$ cat src/rtl/led_sequencer.sv
// Replays every change of a 16-bit core word on five LEDs as four timed nibbles
// (MS nibble first, D5 marks the first) followed by a blank gap; up to four words queue.
module led_sequencer #(
    parameter int HOLD_LOG2 = 22
) (
    input  logic        in_clock,
    input  logic        in_reset,
    input  logic [15:0] in_led,
    output logic [4:0]  out_led,
    output logic        out_overflow,
    output logic [2:0]  out_fifo_count
);

    typedef enum logic [1:0] {
        ST_IDLE = 2'd0,
        ST_SHOW = 2'd1,
        ST_GAP  = 2'd2,
        ST_BAD  = 2'd3
    } state_t;

    state_t                 state_reg, state_next;
    logic [1:0]             idx_reg, idx_next;
    logic [HOLD_LOG2-1:0]   timer_reg, timer_next;
    logic [15:0]            shown_reg, shown_next;
    logic [4:0]             out_led_reg, out_led_next;

    logic [15:0]            last_seen_reg;
    logic [15:0]            fifo_mem [0:3];
    logic [1:0]             wr_ptr_reg, rd_ptr_reg;
    logic [2:0]             count_reg, count_next;
    logic                   overflow_reg, overflow_next;

    logic                   push_req, push_ok, pop, full;

    assign full     = (count_reg == 3'd4);
    assign push_req = (in_led != last_seen_reg);
    // A push into a full FIFO still succeeds when the display pops on the same edge.
    assign push_ok  = push_req && (!full || pop);

    always_comb begin
        count_next    = count_reg;
        overflow_next = overflow_reg;
        case ({push_ok, pop})
            2'b10:   count_next = count_reg + 3'd1;
            2'b01:   count_next = count_reg - 3'd1;
            default: count_next = count_reg;
        endcase
        if (push_req && !push_ok)
            overflow_next = 1'b1;
    end

    always_comb begin
        state_next = state_reg;
        idx_next   = idx_reg;
        timer_next = timer_reg;
        shown_next = shown_reg;
        pop        = 1'b0;
        case (state_reg)
            ST_IDLE: begin
                if (count_reg != 3'd0) begin
                    pop        = 1'b1;
                    shown_next = fifo_mem[rd_ptr_reg];
                    idx_next   = 2'd3;
                    timer_next = '0;
                    state_next = ST_SHOW;
                end
            end
            ST_SHOW: begin
                timer_next = timer_reg + 1'b1;
                if (timer_reg == '1) begin
                    if (idx_reg == 2'd0)
                        state_next = ST_GAP;
                    else
                        idx_next = idx_reg - 1'b1;
                end
            end
            ST_GAP: begin
                timer_next = timer_reg + 1'b1;
                if (timer_reg == '1)
                    state_next = ST_IDLE;
            end
            default: state_next = ST_IDLE;
        endcase

        // Decoded from next-state values so the LEDs switch on the same edge as the FSM.
        out_led_next = 5'h00;
        if (state_next == ST_SHOW)
            out_led_next = {(idx_next == 2'd3), shown_next[{idx_next, 2'b00} +: 4]};
    end

    always_ff @(posedge in_clock) begin
        if (push_ok)
            fifo_mem[wr_ptr_reg] <= in_led;
    end

    always_ff @(posedge in_clock or posedge in_reset) begin
        if (in_reset) begin
            state_reg     <= ST_IDLE;
            idx_reg       <= 2'd0;
            timer_reg     <= '0;
            shown_reg     <= 16'h0000;
            out_led_reg   <= 5'h00;
            last_seen_reg <= 16'h0000;
            wr_ptr_reg    <= 2'd0;
            rd_ptr_reg    <= 2'd0;
            count_reg     <= 3'd0;
            overflow_reg  <= 1'b0;
        end else begin
            state_reg     <= state_next;
            idx_reg       <= idx_next;
            timer_reg     <= timer_next;
            shown_reg     <= shown_next;
            out_led_reg   <= out_led_next;
            last_seen_reg <= in_led;
            count_reg     <= count_next;
            overflow_reg  <= overflow_next;
            if (push_ok)
                wr_ptr_reg <= wr_ptr_reg + 2'd1;
            if (pop)
                rd_ptr_reg <= rd_ptr_reg + 2'd1;
        end
    end

    assign out_led        = out_led_reg;
    assign out_overflow   = overflow_reg;
    assign out_fifo_count = count_reg;

endmodule

$ cat config.mk
export PLATFORM = sky130hd
export DESIGN_NAME = led_sequencer
export DESIGN_NICKNAME = d
export VERILOG_FILES = /design/src/rtl/led_sequencer.sv
export SDC_FILE = /design/constraint.sdc
export NUM_CORES = 1
export LEC_CHECK = 0
export ABC_AREA = 1
export CAP_MARGIN = 20
export CORE_ASPECT_RATIO = 0.9
export CORE_MARGIN = 5
export CORE_UTILIZATION = 25
export CTS_BUF_LIST = sky130_fd_sc_hd__clkbuf_4 sky130_fd_sc_hd__clkbuf_8
export DETAILED_ROUTE_END_ITERATION = 16
export HOLD_SLACK_MARGIN = 0.08
export PLACE_DENSITY_LB_ADDON = 0.2
export SLEW_MARGIN = 40
export SYNTH_ARGS = -nofsm -noshare
export SYNTH_HDL_FRONTEND = slang
export SYNTH_SLANG_ARGS = --single-unit
$ cat constraint.sdc
create_clock -name in_clock -period 3.6 [get_ports in_clock]
set_clock_uncertainty 0.1 [all_clocks]
set_input_delay 0.72 -clock in_clock [delete_from_list [all_inputs] [get_ports in_clock]]
set_output_delay 0.72 -clock in_clock [all_outputs]
set_load 0.005 [all_outputs]
==> results.md, run 1 <==
- Mux share of post-synthesis cell area: 0%
- Main combinational cell family by area after synthesis: simple AND/OR/NAND/NOR gates
- PnR worst setup slack: around 0.84 ns
- RePlAce Congestion: 0.768
- Avg Cell Area, Syn: approximately 10 um2
- Total wire length: 13.5 mm
- Worst-path fanout max: 7
- Netlist cell types: 38
- Post-synth ARST share: 52.6%
- Kind of critical path: primary input to flip-flop
- Worst r2r src: state_reg[1]
- Die Span Y: 157 um
- Critical Path AT: 3.03 ns
- # Max-Cap Violations: 0
- Status: complete, no violations
- Via count: 4079
- Final Hold Fails: 0
- DP HPWL: 8.91 mm
- Number of buffers created by CTS: 17
- Max IR drop VDD: around 190 uV
- H-tree depth: 4
- Post-synth net total: 626
- Finish-stage setup viols: 0
- XOR/XNOR share of the synthesized area: 1.90%
- Worst setup EP type: flip-flop
- Worst slew margin: 63.0%
- Post-synthesis instance area: 5990 um2
- Commonest non-fill, non-tap cell in the layout: nor2_1
- Die area: 27200 um2
- Cts repair resizes: 0
- Most used cell, CP: nand2_1
- Crit path time final: 2.76 ns
- Crit-path slowest cell: clkdlybuf4s50_1
- Initial drt markers: approximately 200
- DRT antenna net count: 0
- Setup Total Neg Slack: 0 ns
- Most frequent cells in the layout: 98 x nor2_1, 83 x nand2_1, 71 x dfrtp_1, 67 x inv_1, 64 x edfxtp_1
- I/O Buffers: 26
- Syn Inst Count: 598
- CP required: a little under 4 ns
- DRC violations left: 0
- Clock sinks: roughly 140
- Global route overflow: 0
- CTS root buffer: clkbuf_8
- Crit start category: primary input
- Initial Utilization: 25.5%
- Layout area overhead: 17.4%
- Hold WS: 0.385 ns
- Critical path's largest stage delay: 0.57 ns
- PD cells: 547 nW/um2
- Clk pin slew, worst setup/hold paths: roughly 0.080 ns
- Clk_lat worst skew: 0.44 ns
- Die span in x: 173 um
- Antenna diodes: 0
- Setup Buffers After CTS: 0
- First-pass GRT wire length: 22.3 mm
- EDFF count, synth: 64
- Row cnt: 53
- Simple-Gate Fraction of Synth Area: between 10% and 20%
- CTS tree: done
- Vias in the first global route: 4073
- Worst path bufs/invs: 4
- CP top delay family: simple AND/OR/NAND/NOR gates
- Layout cell share with drive strength beyond 1: between 10% and 20%
- Syn. warnings: 0
- Wirelength per Cell: approximately 14 um
- Unrepaired setup endpoints after global routing: false
- CTS Hold Buffers Added: 0
- Worst-margin pin slew: 0.553 ns
- Initial antenna violation count: 0
- Adder-Cell Fraction of Synth Area: between 2 and 2.5%
- Slew Viols, Final: 0
- Critical Path Source: in_led[6]
- Synth Register Bits: 135
- Total GRT Usage: 10.5%
- Synth Area in Compound Gates: 8.48%
- Core Area: about 23000 um2
- Max Fclk: 363 MHz
- First-pass iteration count of the detailed router: 4
- Cells along the critical path: clkdlybuf4s50_1 > inv_1 > nand2_1 > nand2_1 > nor2_1 > nand2_1 > nor2_1 > nand3_1 > fa_1 > inv_1 > nand4_1 > nand3_1 > nand2_1 > inv_1
- Ys flop type: dfrtp_1
- Largest net degree at the start of global routing: 72
- Register area share after synthesis: about three fifths
- Pre-CTS setup slack: 0.371 ns
- Ports: 27
- Lkg Pwr: about 0.0030 uW
- Max reg flops: 64
- Clock Path Buffers: 2
- Worst hold path class: flip-flop to flip-flop
- Layout Utilization: 30.0%
- Nets@finish: 665
- Via density: 4.28
- HP Start: out_overflow
- Fin crit share: 76.5%
-- logic make-up after synthesis --
kind of cell / after synthesis
simple gates: 258
compound gates: 95
flops: 135
xor+xnor: 13
buf+inv: 87
fa+ha+maj: 10
-- cell type report --
class	count	area, um2
Clock buffer	19	262
Clock inverter	13	135
Fill cell	2460	16400
Inverter	72	270
Multi-Input combinational cell	376	1950
Sequential cell	135	3700
Tap cell	302	378
Timing Repair Buffer	35	340
-- routing by layer --
layer  routed length, um  global-route usage [%]  vias up  part of all wire [%]
met1                6550                    13.7     1953                    48
met4                 163                    3.53        0                   1.2
met2                6400                    17.2       65                    47
li1                    -                       -     2049                     -
met5                   0                       0        -                     0
met3                 425                    2.51       12                   3.1
-- worst paths after layout --
| check | slack (ns) | cells after the start | endpoint |
|---|---|---|---|
| min | 0.39 | 1 | out_overflow |
| max | 0.84 | 14 | out_fifo_count[2] |
| max reg2reg | 1.00 | 11 | out_fifo_count[2] |
| min in group asynchronous | 0.59 | 3 | timer_reg[10] |
| min reg2reg | 0.39 | 1 | out_overflow |
| max in group asynchronous | 2.48 | 3 | shown_reg[4] |
-- synthesized netlist by cell type (all sizes together) (8+ instances only) --
cell	count	area (um2)
buf	10	52.6
o211ai	8	60.1
inv	71	267
dfrtp	71	1780
edfxtp	64	1920
nor2	104	434
xor2	13	114
nand3	35	193
ha	9	113
nand2	95	397
o21ai	56	280
a21oi	27	139
-- report_power, final --
group / switching (uW) / internal [uW]
registers: 79.9 / 1960
logic: 371 / 179
clock network: 648 / 606
total: 1100 / 2750
-- worst reg2reg max path, delay by kind of cell, from the launching register on --
family,cells,cell delay (ns)
AND/OR/NAND/NOR,5,0.65
buffers and inverters,4,0.65
adder cells (fa/ha/maj),2,0.72
flip-flops,1,0.41
-- metrics by stage --
step                cells  power [uW]  instance area [um2]
CTS                   952        3930                 7030
finish                952        3850                 7030
floorplan             598        2380                 5990
detailed placement    920        2660                 6640
global placement      920        2640                 6640
global route          952        4080                 7030
Note: power is estimated with default switching activity, not from simulation.
==> inputs of run 2 (changes only) <==
clock period = 2.6 ns   (was 3.6 ns; I/O delays follow)
==> run 2 against run 1 <==
Against the previous run:
- sequential share of layout area decreased by 1.9 points
- routed wire length shrank 1.1%
- final area up 3.8%
- register-to-register slack got worse by 0.61 ns
- worst hold slack better by 0.0045 ns
- combinational power is 62% higher
- die area unchanged
- via count is 3.1% higher
- critical path depth stayed put
- sequential cell count unchanged
- total power rose by 44%
- critical path type unchanged
- critical endpoint unchanged
==> results.md, run 2 (synthesis results as in run 1) <==
- Initial Utilization: 25.5% (unchanged)
- Fin crit share: approximately 89%
- Largest net degree at the start of global routing: 72 (unchanged)
- First-pass iteration count of the detailed router: 4 (unchanged)
- Layout cell share with drive strength beyond 1: 14.8% (was 11.4%)
- Worst slew margin: 63.8% (was 63.0%)
- Finish-stage setup viols: 0 (unchanged)
- Slew Viols, Final: 0 (unchanged)
- RePlAce Congestion: 0.779 (was 0.768)
- Worst-margin pin slew: 0.543 ns (was 0.553 ns)
- DRC violations left: 0 (unchanged)
- I/O Buffers: 26 (unchanged)
- Most frequent cells in the layout: 97 x nor2_1, 83 x nand2_1, 71 x dfrtp_1, 67 x inv_1, 64 x edfxtp_1 (was 98 x nor2_1, 83 x nand2_1, 71 x dfrtp_1, 67 x inv_1, 64 x edfxtp_1)
- Number of buffers created by CTS: 17 (unchanged)
- Die area: 27200 um2 (unchanged)
- Kind of critical path: primary input to flip-flop (unchanged)
- # Max-Cap Violations: 0 (unchanged)
- Die span in x: 173 um (unchanged)
- Lkg Pwr: 0.00310 uW (was 0.00297 uW)
- Pre-CTS setup slack: -0.291 ns (was 0.371 ns)
- Initial drt markers: 309 (was 195)
- DRT antenna net count: 0 (unchanged)
- PnR worst setup slack: 0.274 ns (was 0.844 ns)
- H-tree depth: 4 (unchanged)
- Via count: 4207 (was 4079)
- Antenna diodes: 0 (unchanged)
- Worst-path fanout max: 3 (was 7)
- Global route overflow: 0 (unchanged)
- Wirelength per Cell: 13.7 um (was 14.2 um)
- CTS Hold Buffers Added: 0 (unchanged)
- Final Hold Fails: 0 (unchanged)
- Ports: 27 (unchanged)
- CTS root buffer: clkbuf_8 (unchanged)
- Layout area overhead: 21.9% (was 17.4%)
- Clock sinks: 135 (unchanged)
- Placed cell area: 6890 um2 (was 6640 um2)
- Max reg flops: 64 (unchanged)
- Post-route cell area: 7300 um2 (was 7030 um2)
- Via density: 4.31 (was 4.28)
- Commonest non-fill, non-tap cell in the layout: nor2_1 (unchanged)
- Critical Path AT: 2.62 ns (was 3.03 ns)
- Crit start category: primary input (unchanged)
- Worst hold path class: primary input to async pin (was flip-flop to flip-flop)
- Clock Path Buffers: 2 (unchanged)
- Clk_lat worst skew: 0.45 ns (was 0.44 ns)
- Setup Total Neg Slack: 0 ns (unchanged)
- Max IR drop VDD: 323 uV (was 191 uV)
- Total wire length: 13.4 mm (was 13.5 mm)
- CTS tree: done (unchanged)
- Unrepaired setup endpoints after global routing: false (unchanged)
- DP HPWL: 9.12 mm (was 8.91 mm)
- Crit path time final: between 2 and 2.5 ns
- Initial antenna violation count: 0 (unchanged)
- First-pass GRT wire length: 22.0 mm (was 22.3 mm)
- PD cells: 756 nW/um2 (was 547 nW/um2)
- Core Area: 23500 um2 (unchanged)
- Status: complete, no violations (unchanged)
- Total GRT Usage: 10.2% (was 10.5%)
- Max Fclk: 430 MHz
- CP required: 2.90 ns (was 3.88 ns)
- Clk pin slew, worst setup/hold paths: 0.10 ns (was 0.08 ns)
- Die Span Y: 157 um (unchanged)
- Worst setup EP type: flip-flop (unchanged)
- Vias in the first global route: 4219 (was 4073)
- Nets@finish: 690 (was 665)
- Row cnt: 53 (unchanged)
==> run 2: path summary, 6_finish.rpt <==
check	cells after the start	from	slack (ns)	end
min reg2reg	1	out_overflow	0.39	out_overflow
max	14	in_led[6]	0.27	out_fifo_count[2]
max in group asynchronous	3	in_reset	1.68	shown_reg[8]
max reg2reg	11	state_reg[1]	0.39	out_fifo_count[2]
min in group in_clock	1	out_overflow	0.39	out_overflow
min	3	in_reset	0.39	timer_reg[3]
==> run 2: where the power goes <==
group,leakage [uW],internal [uW],switching (uW),total [uW]
clock network,0.000204,817,988,1810
registers,0.00145,2720,113,2830
logic,0.00145,358,530,888
==> run 2: through the flow <==
stage	instances	power, uW	util (%)	hold WS (ns)
after floorplan	598	3290	-	0.350
after global placement	945	3770	29.3	0.368
after detailed placement	945	3810	29.3	0.373
after CTS	977	5640	31.1	0.381
after global routing	977	5810	31.1	0.401
final	977	5520	31.1	0.390
==> run 2: repair_timing <==
item,CTS,global route
setup endpoints to repair,0,1
buffers inserted,0,0
gates resized for setup,0,1
==> run 2: critical path, cell delays in order <==
cell	delay [ns]
clkdlybuf4s50_1	0.49
inv_1	0.04
nand2_1	0.05
nand2_1	0.05
nor2_1	0.18
nand2_1	0.09
nor2_2	0.19
nand3_1	0.18
fa_1	0.45
inv_1	0.10
nand4_1	0.08
nand3_1	0.08
nand2_1	0.06
inv_1	0.04
==> run 2: area by class of cell <==
type	instances	area (um2)
clock inverter	15	180
timing repair buffer	60	591
fill	2454	16200
inverter	72	270
tap	302	378
sequential	135	3700
multi-input combinational	376	1950
clock buffer	17	234
==> run 2: per-layer routing <==
| layer | up-vias | GRT usage, % | part of all wire (%) |
|---|---|---|---|
| met1 | 2038 | 13.5 | 47 |
| met2 | 57 | 16.8 | 48 |
| met4 | 0 | 2.89 | 0.90 |
| li1 | 2102 | - | - |
| met5 | - | 0 | 0 |
| met3 | 10 | 2.73 | 3.8 |
